<file path="config.mk">
export PLATFORM = sky130hd
export DESIGN_NAME = conv_encoder_tx
export DESIGN_NICKNAME = d
export VERILOG_FILES = /design/src/rtl/conv_encoder_tx.sv
export SDC_FILE = /design/constraint.sdc
export NUM_CORES = 1
export LEC_CHECK = 0
export ABC_CLOCK_PERIOD_IN_PS = 3160
export CORE_MARGIN = 2
export CORE_UTILIZATION = 50
export CTS_CLUSTER_SIZE = 8
export DETAILED_ROUTE_END_ITERATION = 10
export GPL_TIMING_DRIVEN = 0
export HOLD_SLACK_MARGIN = 0.02
export PLACE_DENSITY = 0.72
export SYNTH_ARGS = -nofsm -noshare
export SYNTH_HDL_FRONTEND = slang
export SYNTH_SLANG_ARGS = --single-unit
</file>
<file path="constraint.sdc">
create_clock -name clk -period 3.16 [get_ports clk]
set_clock_uncertainty 0.2 [all_clocks]
set_input_delay 0.79 -clock clk [delete_from_list [all_inputs] [get_ports clk]]
set_output_delay 0.79 -clock clk [all_outputs]
set_load 0.05 [all_outputs]
</file>
<file path="src/rtl/conv_encoder_tx.sv">
// conv_encoder_tx
// Rate-1/2 convolutional encoder (K = 3, 5 or 7) for the Viterbi codec.
// Takes one info bit per handshake and emits one 2-bit symbol {c0,c1} for each bit.
// After the last info bit it appends K-1 zero tail bits, so the trellis ends in state 0.
//
// state | meaning
// ------+----------------------------------------------------------------
// IDLE  | between frames; the first accepted bit latches the constraint length
// ENC   | encoding info bits; an accept with i_last moves to FLUSH
// FLUSH | pushing zero tail bits, one per output advance
// DRAIN | last tail symbol is loaded; waiting for downstream to take it
module conv_encoder_tx #(
    parameter logic [2:0] G3_0 = 3'o7,
    parameter logic [2:0] G3_1 = 3'o5,
    parameter logic [4:0] G5_0 = 5'o23,
    parameter logic [4:0] G5_1 = 5'o35,
    parameter logic [6:0] G7_0 = 7'o171,
    parameter logic [6:0] G7_1 = 7'o133
) (
    input  logic       clk,
    input  logic       rst,
    input  logic       en,
    input  logic [1:0] i_constr_len,
    input  logic       i_data,
    input  logic       i_valid,
    input  logic       i_last,
    output logic       o_ready,
    output logic [1:0] o_code,
    output logic       o_valid,
    input  logic       i_out_ready,
    output logic       o_last,
    output logic       o_done
);

    // Constraint-length select codes; any other value falls back to K=3.
    localparam logic [1:0] CONSTR_LEN_3 = 2'd0;
    localparam logic [1:0] CONSTR_LEN_5 = 2'd1;
    localparam logic [1:0] CONSTR_LEN_7 = 2'd2;

    typedef enum logic [1:0] {
        IDLE  = 2'd0,
        ENC   = 2'd1,
        FLUSH = 2'd2,
        DRAIN = 2'd3
    } state_t;

    state_t     state;
    logic [5:0] sr;
    logic [2:0] tail_cnt;
    logic [1:0] k_r;

    logic       adv;
    logic       accept;
    logic [1:0] k_sel;
    logic       enc_bit;
    logic [1:0] code_next;
    logic [5:0] sr_next;

    // Maps the raw select to one of the three supported lengths.
    function automatic logic [1:0] norm_len(input logic [1:0] sel);
        logic [1:0] r;
        case (sel)
            CONSTR_LEN_5: r = CONSTR_LEN_5;
            CONSTR_LEN_7: r = CONSTR_LEN_7;
            default:      r = CONSTR_LEN_3;
        endcase
        return r;
    endfunction

    // Number of tail bits (K-1) for a normalized length.
    function automatic logic [2:0] tail_len(input logic [1:0] k);
        logic [2:0] r;
        case (k)
            CONSTR_LEN_5: r = 3'd4;
            CONSTR_LEN_7: r = 3'd6;
            default:      r = 3'd2;
        endcase
        return r;
    endfunction

    // The window has the current bit in its MSB and the oldest history bit in its LSB.
    // Each generator is zero-extended to 7 bits so one XOR-reduce serves every K.
    function automatic logic [1:0] encode(input logic b, input logic [5:0] s,
                                          input logic [1:0] k);
        logic [6:0] w;
        logic [6:0] g0;
        logic [6:0] g1;
        case (k)
            CONSTR_LEN_5: begin
                w  = {2'b00, b, s[0], s[1], s[2], s[3]};
                g0 = {2'b00, G5_0};
                g1 = {2'b00, G5_1};
            end
            CONSTR_LEN_7: begin
                w  = {b, s[0], s[1], s[2], s[3], s[4], s[5]};
                g0 = G7_0;
                g1 = G7_1;
            end
            default: begin
                w  = {4'b0000, b, s[0], s[1]};
                g0 = {4'b0000, G3_0};
                g1 = {4'b0000, G3_1};
            end
        endcase
        return {^(w & g0), ^(w & g1)};
    endfunction

    // Shifts the new bit into sr[0]. The mask keeps bits above K-2 at zero.
    function automatic logic [5:0] shift_in(input logic b, input logic [5:0] s,
                                            input logic [1:0] k);
        logic [5:0] mask;
        case (k)
            CONSTR_LEN_5: mask = 6'b001111;
            CONSTR_LEN_7: mask = 6'b111111;
            default:      mask = 6'b000011;
        endcase
        return {s[4:0], b} & mask;
    endfunction

    // Handshake qualifiers and the next symbol.
    // In IDLE the incoming select is used directly, because it is latched on that same accept.
    always_comb begin
        adv       = !o_valid || i_out_ready;
        o_ready   = rst && en && adv && ((state == IDLE) || (state == ENC));
        accept    = o_ready && i_valid;
        k_sel     = (state == IDLE) ? norm_len(i_constr_len) : k_r;
        enc_bit   = (state == FLUSH) ? 1'b0 : i_data;
        code_next = encode(enc_bit, sr, k_sel);
        sr_next   = shift_in(enc_bit, sr, k_sel);
    end

    // Frame sequencing, shift register and registered output stage. Nothing moves while en is low.
    always_ff @(posedge clk or negedge rst) begin
        if (!rst) begin
            state    <= IDLE;
            sr       <= '0;
            tail_cnt <= '0;
            k_r      <= CONSTR_LEN_3;
            o_code   <= '0;
            o_valid  <= 1'b0;
            o_last   <= 1'b0;
            o_done   <= 1'b0;
        end else if (en) begin
            o_done <= 1'b0;
            case (state)
                IDLE, ENC: begin
                    if (accept) begin
                        o_code  <= code_next;
                        o_valid <= 1'b1;
                        o_last  <= 1'b0;
                        sr      <= sr_next;
                        if (state == IDLE) begin
                            k_r <= k_sel;
                        end
                        if (i_last) begin
                            state    <= FLUSH;
                            tail_cnt <= tail_len(k_sel);
                        end else begin
                            state <= ENC;
                        end
                    end else if (adv) begin
                        o_valid <= 1'b0;
                    end
                end
                FLUSH: begin
                    if (adv) begin
                        o_code   <= code_next;
                        o_valid  <= 1'b1;
                        sr       <= sr_next;
                        tail_cnt <= tail_cnt - 3'd1;
                        if (tail_cnt == 3'd1) begin
                            o_last <= 1'b1;
                            state  <= DRAIN;
                        end
                    end
                end
                DRAIN: begin
                    if (o_valid && i_out_ready) begin
                        o_valid <= 1'b0;
                        o_last  <= 1'b0;
                        o_done  <= 1'b1;
                        sr      <= '0;
                        state   <= IDLE;
                    end
                end
                default: state <= IDLE;
            endcase
        end
    end

endmodule

</file>
==> run_results.csv <==
group,metric,value,unit
clock_network,clk_latency,0.30,ns
logic_synthesis,avgSynthCellArea,8.86,sq um
logic_synthesis,synth_cell_types,53,
logic_synthesis,synth_area_leader_cell,"dfrtp_1",
layout,fin_nets,184,
global_route,grt_pass1_wl,4.55,mm
worst_setup_path,cp_data_required_time,3.15,ns
worst_setup_path,cp_max_fo,10,
sta,fmax,324,MHz
worst_setup_path,crit_buf_inv,2,
global_route,grt_busiest_layer,"met2",
global_route,grt_antenna_before_repair,0,
clock_network,htree_levels,1,
placed_design,port_buffers,14,
drt,first_pass_iters,4,
drt,avgRoutedWirePerCell,14.5,microns
power,power.leakage,0.682,nW
placed_design,place_hpwl,2.11,mm
worst_setup_path,cp_cell_sequence,"clkdlybuf4s50_1 > nor2b_2 > mux2_2 > ha_1 > buf_4 > and2b_1 > a22oi_2 > or3b_1 > nand3_2 > xnor2_1 > o21ai_1",
sta,relSlewSlack,0.659,
worst_setup_path,endpoint_kind,"register",
logic_synthesis,ys_ff_latch,18,
clock_network,clockBufferDepth,2,
drt,route.detailed.vias_per_inst,6.03,
drt,wl,2.89,mm
floorplanning,ioPinCount,15,
placed_design,pre_cts_ws,-0.827,ns
drt,vias,1199,
global_route,grt_usage,0.181,
global_route,grt_pass1_vias,1061,
clock_network,cts_tree,"done",
floorplanning,rows,18,
floorplanning,die_h,55.6,microns
logic_synthesis,synth_area,1330,sq um
drt,drtIter0Drc,25,
floorplanning,die_area,3090,sq um
logic_synthesis,netlist_instances,150,
run,maxCapViolCount,0,
worst_setup_path,crit_path_max_incr_delay,0.43,ns
sta,finalCritPeriodShare,0.978,
sta,setup_slack,0.0689,ns
layout,drive_gt1_frac,0.189,
sta,setup_tns,0,ns
clock_network,cts.sinks,18,
layout,fin_util,0.629,
worst_setup_path,crit_family,"simple AND/OR/NAND/NOR gates",
power,ir_drop,0.725,mV
placed_design,place.gp.congestion,0.787,
logic_synthesis,synth-edff-count,0,
drt,drc_errors,0,
layout,antenna_cells,0,
global_route,grt-ovfl-total,0,
global_route,grt_start_max_net_pins,23,
global_route,met1_usage,0.216,
floorplanning,die_w,55.6,microns
hold_path,min_path_type,"reg2reg",
logic_synthesis,synthesis.nets,164,
logic_synthesis,yosys-top-cells-area,"dfrtp_1, nand2_1, ha_1",
logic_synthesis,async_reset_ff_frac,1.00,
sta,hold_viol_final,0,
worst_setup_path,setup.worst_path.class,"in2reg",
global_route,grt_use_met3,0.0164,
logic_synthesis,synth.top_cell.area_share,0.339,
sta,tightestPinTransition,0.512,ns
sta,period_needed,3.09,ns
floorplanning,floorplan.initialDensity,0.532,
sta,setup_viol,0,
clock_network,cts-buffers-inserted,3,
worst_setup_path,cp-start-kind,"input pin",
sta,drv_slew,0,
clock_network,cts.reportedPaths.clkPinSlew,0.10,ns
clock_network,hold_buffers,0,
logic_synthesis,synth_sequential_area_ratio,0.339,
layout,area_delta_synth_final,18.4,%
global_route,gr-usage-met2,0.332,
power,p_per_area,1040,nW/um^2
worst_setup_path,crit_slowest_cell,"clkdlybuf4s50_1",
worst_setup_path,cp.arrival,3.08,ns
clock_network,cts_root_buf,"clkbuf_4",
sta,rsz0062_at_grt,"true",
logic_synthesis,ys.flop_type,"dfrtp_1",
power,power,0.00164,W
logic_synthesis,yosys_warnings,0,
status,status,"finished, final reports clean",
floorplanning,coreArea,2500,sq um
drt,antenna_left,0,
## cells in the mapped netlist, types with 2 or more instances
cell type / instances
nand3_1: 8
o21ai_0: 9
buf_4: 2
clkbuf_1: 2
buf_2: 4
ha_1: 5
o21ai_1: 3
nor2_1: 6
and2b_1: 2
and3_1: 3
mux2_2: 4
nand2b_1: 3
a41oi_1: 2
or3_1: 2
nor2b_1: 2
a22o_1: 4
a21oi_1: 6
nand4_1: 2
dfrtp_1: 18
nand3b_1: 2
a22o_2: 2
xnor2_1: 2
inv_1: 5
nand2_1: 21
nor3b_1: 3
## metrics by stage
stage	instance area, sq um	instances	hold slack (ns)
floorplan	1330	150	0.251
global placement	1510	194	0.268
detailed placement	1510	194	0.276
CTS	1550	199	0.300
global route	1570	199	0.336
finish	1570	199	0.294
## metal layers
layer	wire length, microns	part of all wire
met5	0	0
met4	54	0.019
met3	93	0.032
met2	1450	0.50
met1	1290	0.45
## worst min-delay path, delay by kind of cell (launching register included)
kind / cells / cell delay, ns
compound gates: 1 / 0.06
simple gates: 1 / 0.05
flops: 1 / 0.36
## sequential cells by signal, summed over array words and instances, names as in the netlist
| register | count |
|---|---|
| tail_cnt | 3 |
| sr | 6 |
| o_code | 2 |
| o_last | 1 |
| o_done | 1 |
| o_valid | 1 |
| state | 2 |
| k_r | 2 |
## cell type report
| class | count | area [sq um] |
|---|---|---|
| Buffer | 9 | 62.6 |
| Inverter | 6 | 22.5 |
| Tap cell | 30 | 37.5 |
| Timing Repair Buffer | 15 | 144 |
| Fill cell | 215 | 927 |
| Clock buffer | 4 | 36.3 |
| Sequential cell | 18 | 450 |
| Multi-Input combinational cell | 117 | 820 |
## logic make-up (layout without fill, tap and decap cells)
family / after synthesis / in the layout / synth area share
AO/OA/AOI/OAI: 42 / 42 / 0.236
flip-flops: 18 / 18 / 0.339
adder cells (fa/ha/maj): 5 / 5 / 0.0471
AND/OR/NAND/NOR: 62 / 62 / 0.259
multiplexers: 5 / 5 / 0.0414
buffers and inverters: 15 / 34 / 0.0574
XOR/XNOR: 3 / 3 / 0.0198
## where the power goes
part / switching, W / leakage (nW) / internal (W)
sequential: 0.0000856 / 0.233 / 0.000319
clock: 0.0000743 / 0.0210 / 0.0000703
combinational: 0.000628 / 0.428 / 0.000461
total: 0.000788 / 0.682 / 0.000850
## what timing repair did
action	4_1_cts	5_1_grt
setup buffers	1	0
pin swaps	2	3
endpoints found under the hold margin	0	0
gates resized for setup	9	11
endpoints found under the setup margin	3	2
## path summary, 6_finish.rpt
kind	start	end	slack (ns)	cells after the start
max	i_constr_len[1]	o_code[1]	0.07	11
min	o_code[1]	o_code[1]	0.29	2
max reg2reg	state[1]	o_code[1]	0.15	11
min reg2reg	o_code[1]	o_code[1]	0.29	2
max in group asynchronous	rst	sr[5]	2.08	1
min in group asynchronous	rst	state[1]	0.34	1
## cell usage in the layout (no fill, tap or decap), drive strengths merged, types with 3 or more instances in the layout
| master | synthesis | final |
|---|---|---|
| dfrtp | 18 | 18 |
| nand2 | 21 | 21 |
| o21ai | 12 | 12 |
| and2b | 3 | 3 |
| and3 | 3 | 3 |
| inv | 6 | 6 |
| clkbuf | 2 | 6 |
| nor3b | 3 | 3 |
| clkdlybuf4s50 | 0 | 12 |
| nor2 | 6 | 6 |
| ha | 5 | 5 |
| mux2 | 4 | 4 |
| a21oi | 6 | 6 |
| buf | 7 | 9 |
| nand3 | 9 | 9 |
| nand2b | 3 | 3 |
| a22o | 6 | 6 |
No activity file was read; power rests on OpenSTA's default activity.
